===== src/rtl/i2s_clk_gen.sv =====
// I2S/TDM bit-clock and word-select generator with a programmable divide ratio.
// A new ratio is taken only at period boundaries, and a stop request parks sck low.
module i2s_clk_gen #(
    parameter int DIV_W       = 8,
    parameter int DEFAULT_DIV = 64,
    parameter int SLOT_BITS   = 32,
    parameter int CHANNELS    = 2,
    parameter int MODE        = 0,
    localparam int BW         = $clog2(SLOT_BITS),
    localparam int CW         = $clog2(CHANNELS)
) (
    input  logic             clk_in,
    input  logic             rst,
    input  logic             en,
    input  logic [DIV_W-1:0] div_val,
    input  logic             div_load,
    output logic             sck,
    output logic             ws,
    output logic             sck_rise,
    output logic             sck_fall,
    output logic             frame_start,
    output logic [BW-1:0]    bit_idx,
    output logic [CW-1:0]    slot_idx,
    output logic             busy
);

    typedef enum logic {
        S_IDLE = 1'b0,
        S_RUN  = 1'b1
    } state_t;

    state_t           r_state;
    logic [DIV_W-1:0] r_cnt;
    logic [DIV_W-1:0] r_div;
    logic [DIV_W-1:0] r_pend;
    logic             r_pend_v;
    logic             r_stop;
    logic             r_first;
    logic             r_sck;
    logic             r_ws;
    logic             r_rise;
    logic             r_fall;
    logic             r_fs;
    logic [BW-1:0]    r_bit;
    logic [CW-1:0]    r_slot;
    logic             r_busy;

    state_t           w_state_nxt;
    logic [DIV_W-1:0] w_cnt_nxt;
    logic [DIV_W-1:0] w_div_nxt;
    logic [DIV_W-1:0] w_pend_nxt;
    logic             w_pend_v_nxt;
    logic             w_stop_nxt;
    logic             w_first_nxt;
    logic             w_sck_nxt;
    logic             w_ws_nxt;
    logic             w_rise_nxt;
    logic             w_fall_nxt;
    logic             w_fs_nxt;
    logic [BW-1:0]    w_bit_nxt;
    logic [CW-1:0]    w_slot_nxt;
    logic             w_busy_nxt;

    logic [DIV_W-1:0] w_div_sat;
    logic [DIV_W-1:0] w_h;
    logic [DIV_W-1:0] w_cnt_inc;
    logic             w_last;
    logic             w_bit_last;
    logic             w_slot_last;

    assign w_div_sat   = (div_val < DIV_W'(2)) ? DIV_W'(2) : div_val;
    assign w_h         = r_div - (r_div >> 1);
    assign w_cnt_inc   = r_cnt + DIV_W'(1);
    assign w_last      = (r_cnt == r_div - DIV_W'(1));
    assign w_bit_last  = (r_bit == BW'(SLOT_BITS - 1));
    assign w_slot_last = (r_slot == CW'(CHANNELS - 1));

    always_comb begin
        w_state_nxt  = r_state;
        w_cnt_nxt    = r_cnt;
        w_div_nxt    = r_div;
        w_pend_nxt   = r_pend;
        w_pend_v_nxt = r_pend_v;
        w_stop_nxt   = r_stop;
        w_first_nxt  = r_first;
        w_bit_nxt    = r_bit;
        w_slot_nxt   = r_slot;
        w_sck_nxt    = 1'b0;
        w_rise_nxt   = 1'b0;
        w_fall_nxt   = 1'b0;
        w_fs_nxt     = 1'b0;
        w_busy_nxt   = 1'b0;
        w_ws_nxt     = 1'b0;
        unique case (r_state)
            S_IDLE: begin
                w_cnt_nxt    = '0;
                w_bit_nxt    = '0;
                w_slot_nxt   = '0;
                w_stop_nxt   = 1'b0;
                w_pend_v_nxt = 1'b0;
                if (div_load) begin
                    w_div_nxt = w_div_sat;
                end else if (r_pend_v) begin
                    w_div_nxt = r_pend;
                end
                if (en) begin
                    w_state_nxt = S_RUN;
                    w_sck_nxt   = 1'b1;
                    w_rise_nxt  = 1'b1;
                    w_fs_nxt    = 1'b1;
                    w_busy_nxt  = 1'b1;
                    w_first_nxt = 1'b1;
                end
            end
            S_RUN: begin
                w_busy_nxt = 1'b1;
                if (!en) begin
                    w_stop_nxt = 1'b1;
                end
                if (div_load) begin
                    w_pend_nxt   = w_div_sat;
                    w_pend_v_nxt = 1'b1;
                end
                if (w_last) begin
                    // Period boundary: adopt any pending ratio, then restart or park
                    w_cnt_nxt = '0;
                    if (r_pend_v) begin
                        w_div_nxt = r_pend;
                    end
                    w_pend_v_nxt = div_load;
                    if (r_stop || !en) begin
                        w_state_nxt = S_IDLE;
                        w_busy_nxt  = 1'b0;
                        w_stop_nxt  = 1'b0;
                        w_bit_nxt   = '0;
                        w_slot_nxt  = '0;
                    end else begin
                        w_sck_nxt  = 1'b1;
                        w_rise_nxt = 1'b1;
                    end
                end else begin
                    w_cnt_nxt = w_cnt_inc;
                    w_sck_nxt = (w_cnt_inc < w_h);
                    if (w_cnt_inc == w_h) begin
                        w_fall_nxt = 1'b1;
                        // The first fall after start stays inside bit 0
                        if (r_first) begin
                            w_first_nxt = 1'b0;
                        end else if (w_bit_last) begin
                            w_bit_nxt = '0;
                            if (w_slot_last) begin
                                w_slot_nxt = '0;
                                w_fs_nxt   = 1'b1;
                            end else begin
                                w_slot_nxt = r_slot + CW'(1);
                            end
                        end else begin
                            w_bit_nxt = r_bit + BW'(1);
                        end
                    end
                end
            end
            default: ;
        endcase
        if (w_busy_nxt) begin
            if (MODE == 0) begin
                w_ws_nxt = (w_slot_nxt >= CW'(CHANNELS / 2));
            end else begin
                w_ws_nxt = (w_slot_nxt == '0) && (w_bit_nxt == '0);
            end
        end
    end

    always_ff @(posedge clk_in) begin
        if (rst) begin
            r_state  <= S_IDLE;
            r_cnt    <= '0;
            r_div    <= DIV_W'(DEFAULT_DIV);
            r_pend   <= '0;
            r_pend_v <= 1'b0;
            r_stop   <= 1'b0;
            r_first  <= 1'b0;
            r_sck    <= 1'b0;
            r_ws     <= 1'b0;
            r_rise   <= 1'b0;
            r_fall   <= 1'b0;
            r_fs     <= 1'b0;
            r_bit    <= '0;
            r_slot   <= '0;
            r_busy   <= 1'b0;
        end else begin
            r_state  <= w_state_nxt;
            r_cnt    <= w_cnt_nxt;
            r_div    <= w_div_nxt;
            r_pend   <= w_pend_nxt;
            r_pend_v <= w_pend_v_nxt;
            r_stop   <= w_stop_nxt;
            r_first  <= w_first_nxt;
            r_sck    <= w_sck_nxt;
            r_ws     <= w_ws_nxt;
            r_rise   <= w_rise_nxt;
            r_fall   <= w_fall_nxt;
            r_fs     <= w_fs_nxt;
            r_bit    <= w_bit_nxt;
            r_slot   <= w_slot_nxt;
            r_busy   <= w_busy_nxt;
        end
    end

    assign sck         = r_sck;
    assign ws          = r_ws;
    assign sck_rise    = r_rise;
    assign sck_fall    = r_fall;
    assign frame_start = r_fs;
    assign bit_idx     = r_bit;
    assign slot_idx    = r_slot;
    assign busy        = r_busy;

endmodule


===== config.mk =====
export PLATFORM = sky130hd
export DESIGN_NAME = i2s_clk_gen
export DESIGN_NICKNAME = d
export VERILOG_FILES = /design/src/rtl/i2s_clk_gen.sv
export SDC_FILE = /design/constraint.sdc
export NUM_CORES = 1
export LEC_CHECK = 0
export ABC_AREA = 0
export CAP_MARGIN = 20
export CELL_PAD_IN_SITES_DETAIL_PLACEMENT = 1
export CELL_PAD_IN_SITES_GLOBAL_PLACEMENT = 2
export CORE_MARGIN = 3
export CORE_UTILIZATION = 38
export CTS_BUF_LIST = sky130_fd_sc_hd__clkbuf_8 sky130_fd_sc_hd__clkbuf_16
export DETAILED_ROUTE_END_ITERATION = 12
export GPL_TIMING_DRIVEN = 0
export PLACE_DENSITY_LB_ADDON = 0.1
export SETUP_SLACK_MARGIN = 0.3
export SYNTH_ARGS = -nofsm -noshare
export SYNTH_HDL_FRONTEND = slang
export SYNTH_SLANG_ARGS = --single-unit
export TNS_END_PERCENT = 5

===== constraint.sdc =====
create_clock -name clk_in -period 8.6 [get_ports clk_in]
set_input_delay 0.86 -clock clk_in [delete_from_list [all_inputs] [get_ports clk_in]]
set_output_delay 0.86 -clock clk_in [all_outputs]
set_load 0.02 [all_outputs]

# Yosys cells after proc, flatten, opt, wreduce, memory -nomap -nowiden
# Cells that the tools add are included.
[op_classes]
addsub = 5
magnitude_cmp = 3
n_eq_ne = 11
n_mux = 46
bitwise_logic = 2
reduce_logical = 7
[op_table]
columns = ["op", "n"]
rows = [
  ["$mux 8", 5],
  ["$pmux 8 s2", 2],
  ["$mux 1", 25],
  ["$mux 5", 5],
  ["$eq 8x8->1", 2],
  ["$pmux 1 s2", 8],
  ["$pmux 5 s2", 1],
  ["$ne 3x2->1 const B", 3],
  ["$add 8x1->8 const B", 1],
  ["$lt 8x2->1 const B", 1],
  ["$lt 8x8->1", 1],
  ["$sub 8x1->8 const B", 1],
  ["$sub 8x7->8", 1],
  ["$reduce_and 3->1", 2],
  ["$add 5x1->5 const B", 1],
  ["$eq 5x5->1 const B", 1],
  ["$ne 2x1->1 const B", 2],
  ["$ne 2x2->1 const B", 2],
  ["$ne 3x1->1 const B", 1],
  ["$reduce_or 3->1", 1],
  ["$not 1->1", 2],
  ["$reduce_and 2->1", 1],
  ["$reduce_or 2->1", 1],
  ["$add 1x1->1 const B", 1],
  ["3 further kinds", 3],
]
[word_totals]
reg_bits = 39
inputBits = 12
output_inout_bits = 12
elab_cells = 88

# Logic depth before layout (Yosys ltp)
[depth]
ltp_word = 8
depth_mapped = 16
ltp_nobuf = 16

# Worst setup path before layout
# No wires, ideal clock.
[synth_path]
kind = "reg-to-reg"
start = "register r_div[0]"
end = "register r_bit[3] (netlist: bit_idx[3])"
setup_ps = 69
arrival_time_ps = 3037
required_time_ps = 8531
path_slack_ps = 5494
stages_incl_launch_ff = 16
path_buffers = 0
synth_period_minus_slack_ps = 3106
path_cell_list = "dfxtp_1 inv_1 ha_1 fa_1 o21bai_1 a21oi_1 nor2_1 nor2_1 o21bai_1 xnor2_1 ha_1 nand4_1 or3_1 a2111oi_0 nand2_1 o21ai_1"
[synth_via]
elab_chain_len = 4
elab_cells_between_ends = 10
classes_between = "add/sub: 2; eq/ne: 5; mux: 2; reduce/logical: 1"
[synth_rtl]
columns = ["item", "line", "text"]
rows = [
  ["start, declared", "34", "logic [DIV_W-1:0] r_div;"],
  ["start signal, assigned", "178", "r_div <= DIV_W'(DEFAULT_DIV);"],
  ["start signal, assigned", "194", "r_div <= w_div_nxt;"],
  ["$sub 8x1->8 or $sub 8x7->8 (tied branches)", "74, 72", ""],
  ["$eq 8x8->1, on equally long branches", "74, 144", ""],
  ["$ne 3x2->1 (no line), or another cell as far along", "--", ""],
  ["$reduce_and 3->1 (no line) or $pmux 5 s2 (tied branches)", "--", ""],
  ["end signal, assigned", "204", "r_bit <= w_bit_nxt;"],
  ["end, declared", "44", "logic [BW-1:0] r_bit;"],
]
# Several ways; a longest one is shown, not always the timed one.
# A chain may end at the register's enable or synchronous reset.

# Worst setup path after layout
[layout_path]
start = "register r_div[2]"
end = "register r_bit[3] (netlist: bit_idx[3])"
# The elaborated chain is that of the path after synthesis.

==> out/summary.txt <==
status = complete, no violations
Synth Flop Type = dfxtp_1
Clock Skews = 0.0114 ns
syn_area_per_cell = 8.57 um2
CTS Buffer Depth = 2
largest area contributor in the netlist = dfxtp_1
# DRC = 0
maxcap violations = 0
Worst Min Path Start = r_pend[3]$_SDFFE_PP0P_
CTS buffer count = 5
fin nets = 360
# hold bufs at CTS = 0
Routed Wire Length = 6000 um
Initial Utilization = 40.6%
Seq/Total Area, Yosys = 31.4%
H-Tree Level Count = 2
P&R area growth vs syn = 16.3%
crit start category = flip-flop
Synth Register Bits = 39
LEAKAGE = 0.00118 uW
die area = 7550 um2
clock sink count = 39
Worst-Skew Late Latency = 0.30 ns
Max Fclk = 272 MHz
CP Max Fanout = 6
Cells after Synth = 290
WL/cell = 15.2 um
gr ovfl total = 0
Pins Over Slew Limit = 0
setup TNS = 0 ns
Critical path origin = r_div[2]$_SDFFE_PP0P_
number of global-route vias before repair = 2159
antenna cells = 0
Die Y = 86.9 um
Tcrit/Tclk final = 42.8%
most frequent cell after synthesis = dfxtp_1
Layout Utilization = 47.2%
Iteration-0 DRC Markers = 37
first-pass GRT wire length = 10400 um
gr usage total = 17.6%
share of cells above drive strength 1 = 5.61%
Data arrival, critical path = 3.92 ns
Clock Tree Root = clkbuf_8
Hold Fails Final Rpt = 0
Post-DP HPWL = 4790 um
Pwr Total = 432 uW
async set-or-reset flop fraction in the synthesized netlist = 0%
TritonCTS clock tree = yes
FF-to-FF setup slack = 4.92 ns
via count = 2118
drt first pass iters = 4
Max transition margin = 58.3%
GR Util met2 = 31.4%
input/output buffers = 23
Vias/cell = 5.35
Worst Setup Path Type = flip-flop to flip-flop
post-cts gate resize count = 0
CP endpoint kind = flip-flop
post-synth top area share = 31.4%
Top-Level Pins = 24
# setup viols final = 0
Synth area leaders = dfxtp_1 31%, ha_1 14%, xnor2_1 5.3%
post-CTS setup buffer count = 0
Worst Tran Pin Value = 0.610 ns
distinct cell type count after synthesis = 48
most instantiated cells after synthesis = 39 x dfxtp_1, 31 x nand2_1, 27 x ha_1, 27 x nor2_1, 22 x a21oi_1
initial antenna violation count = 0
Worst Hold Class = flip-flop to flip-flop
met1 global-route usage = 21.3%
power per cell area = 149 nW/um2
post-layout min period = 3.68 ns
pin count of the biggest net entering global routing = 12
Fin Hold WS = 0.458 ns
ANT nets after route = 0
met3 GRT Util = 2.84%
Synthesized Nets = 330
GP Congestion = 0.792
Post-synth EDFFs = 0
Die Wd = 86.9 um
number of core rows = 28
Ys Warns = 0
Post-Syn Area = 2490 um2
GR peak layer = met2
Critical Path RT = 8.84 ns
RSZ-0062 raised after global routing = no
reg-to-reg startpoint = r_div[2]$_SDFFE_PP0P_
Worst-path clk slew = 0.08 ns
IR drop worst, VDD = 0.0668 mV
Core ar. = 6130 um2
[through the flow]
| stage | area (um2) | worst slack, ns | instances |
|---|---|---|---|
| 2_1_floorplan | 2490 | 5.49 | 290 |
| 3_3_place_gp | 2810 | 4.97 | 388 |
| 3_5_place_dp | 2810 | 4.94 | 388 |
| 4_1_cts | 2890 | 4.91 | 396 |
| 5_1_grt | 2890 | 4.57 | 396 |
| 6_report | 2890 | 4.92 | 396 |
[flip-flops by register name (all words and copies together), names as in the netlist]
| name | flops |
|---|---|
| sck | 1 |
| slot_idx | 1 |
| r_div | 8 |
| sck_fall | 1 |
| r_pend_v | 1 |
| r_cnt | 8 |
| sck_rise | 1 |
| busy | 1 |
| frame_start | 1 |
| ws | 1 |
| r_first | 1 |
| bit_idx | 5 |
| r_stop | 1 |
| r_pend | 8 |
[routing by layer]
layer	vias up	share of wire (%)
met1	1010	47
met2	27	49
met3	5	2.5
met5	-	0
li1	1076	-
met4	0	1.0
[cells by family (layout without fill, tap and decap cells)]
kind of cell / after synthesis / in the layout / share of synthesized area (%)
compound gates: 65 / 65 / 17.0
mux: 12 / 12 / 5.03
flops: 39 / 39 / 31.4
buf+inv: 26 / 57 / 4.48
xor+xnor: 23 / 23 / 8.66
simple gates: 97 / 97 / 19.1
fa+ha+maj: 28 / 28 / 14.4
[power breakdown]
group,switching [uW],internal (uW),leakage [uW]
sequential,7.69,188,0.000318
clock,67.0,54.7,0.0000505
combinational,62.4,52.6,0.000808
[critical path, cell delays in order, from the launching register on]
cell       delay [ns]
dfxtp_1          0.49
inv_1            0.15
ha_1             0.35
inv_1            0.05
a21oi_1          0.21
o21bai_1         0.10
a21oi_1          0.22
o21ai_0          0.17
xnor2_1          0.15
ha_1             0.31
nand4_1          0.13
or3_1            0.45
a2111oi_0        0.59
nand2_1          0.12
o21ai_1          0.13
[cells in the final DEF (no fill, tap or decap), drive strengths merged, types with 2 or more instances in the layout]
cell type	count
a2111oi	3
a211o	3
a211oi	5
a21o	2
a21oi	23
a31oi	3
a32o	2
and3	4
buf	4
clkbuf	13
clkdlybuf4s50	23
dfxtp	39
ha	27
inv	16
mux2i	11
nand2	31
nand2b	4
nand3	6
nand3b	2
nand4	3
nor2	27
nor2b	9
nor4	2
o21a	2
o21ai	11
o21bai	5
o31ai	2
or3	3
xnor2	15
xor2	7
[final timing paths]
kind	to	cells after the start
worst min-delay path	r_pend[3]$_SDFFE_PP0P_	2
worst max register to register	bit_idx[3]$_SDFFE_PP0P_	14
worst max-delay path	bit_idx[3]$_SDFFE_PP0P_	14
worst min register to register	r_pend[3]$_SDFFE_PP0P_	2
[final cells by class]
class / count / area [um2]
fillers: 757 / 3240
clock inverters: 3 / 12.5
inverters: 14 / 52.6
multi-input cells: 225 / 1590
plain buffers: 12 / 58.8
well taps: 75 / 93.8
clock buffers: 5 / 68.8
flip-flops and latches: 39 / 781
repair buffers: 23 / 230
(Power assumes the default switching activity.)
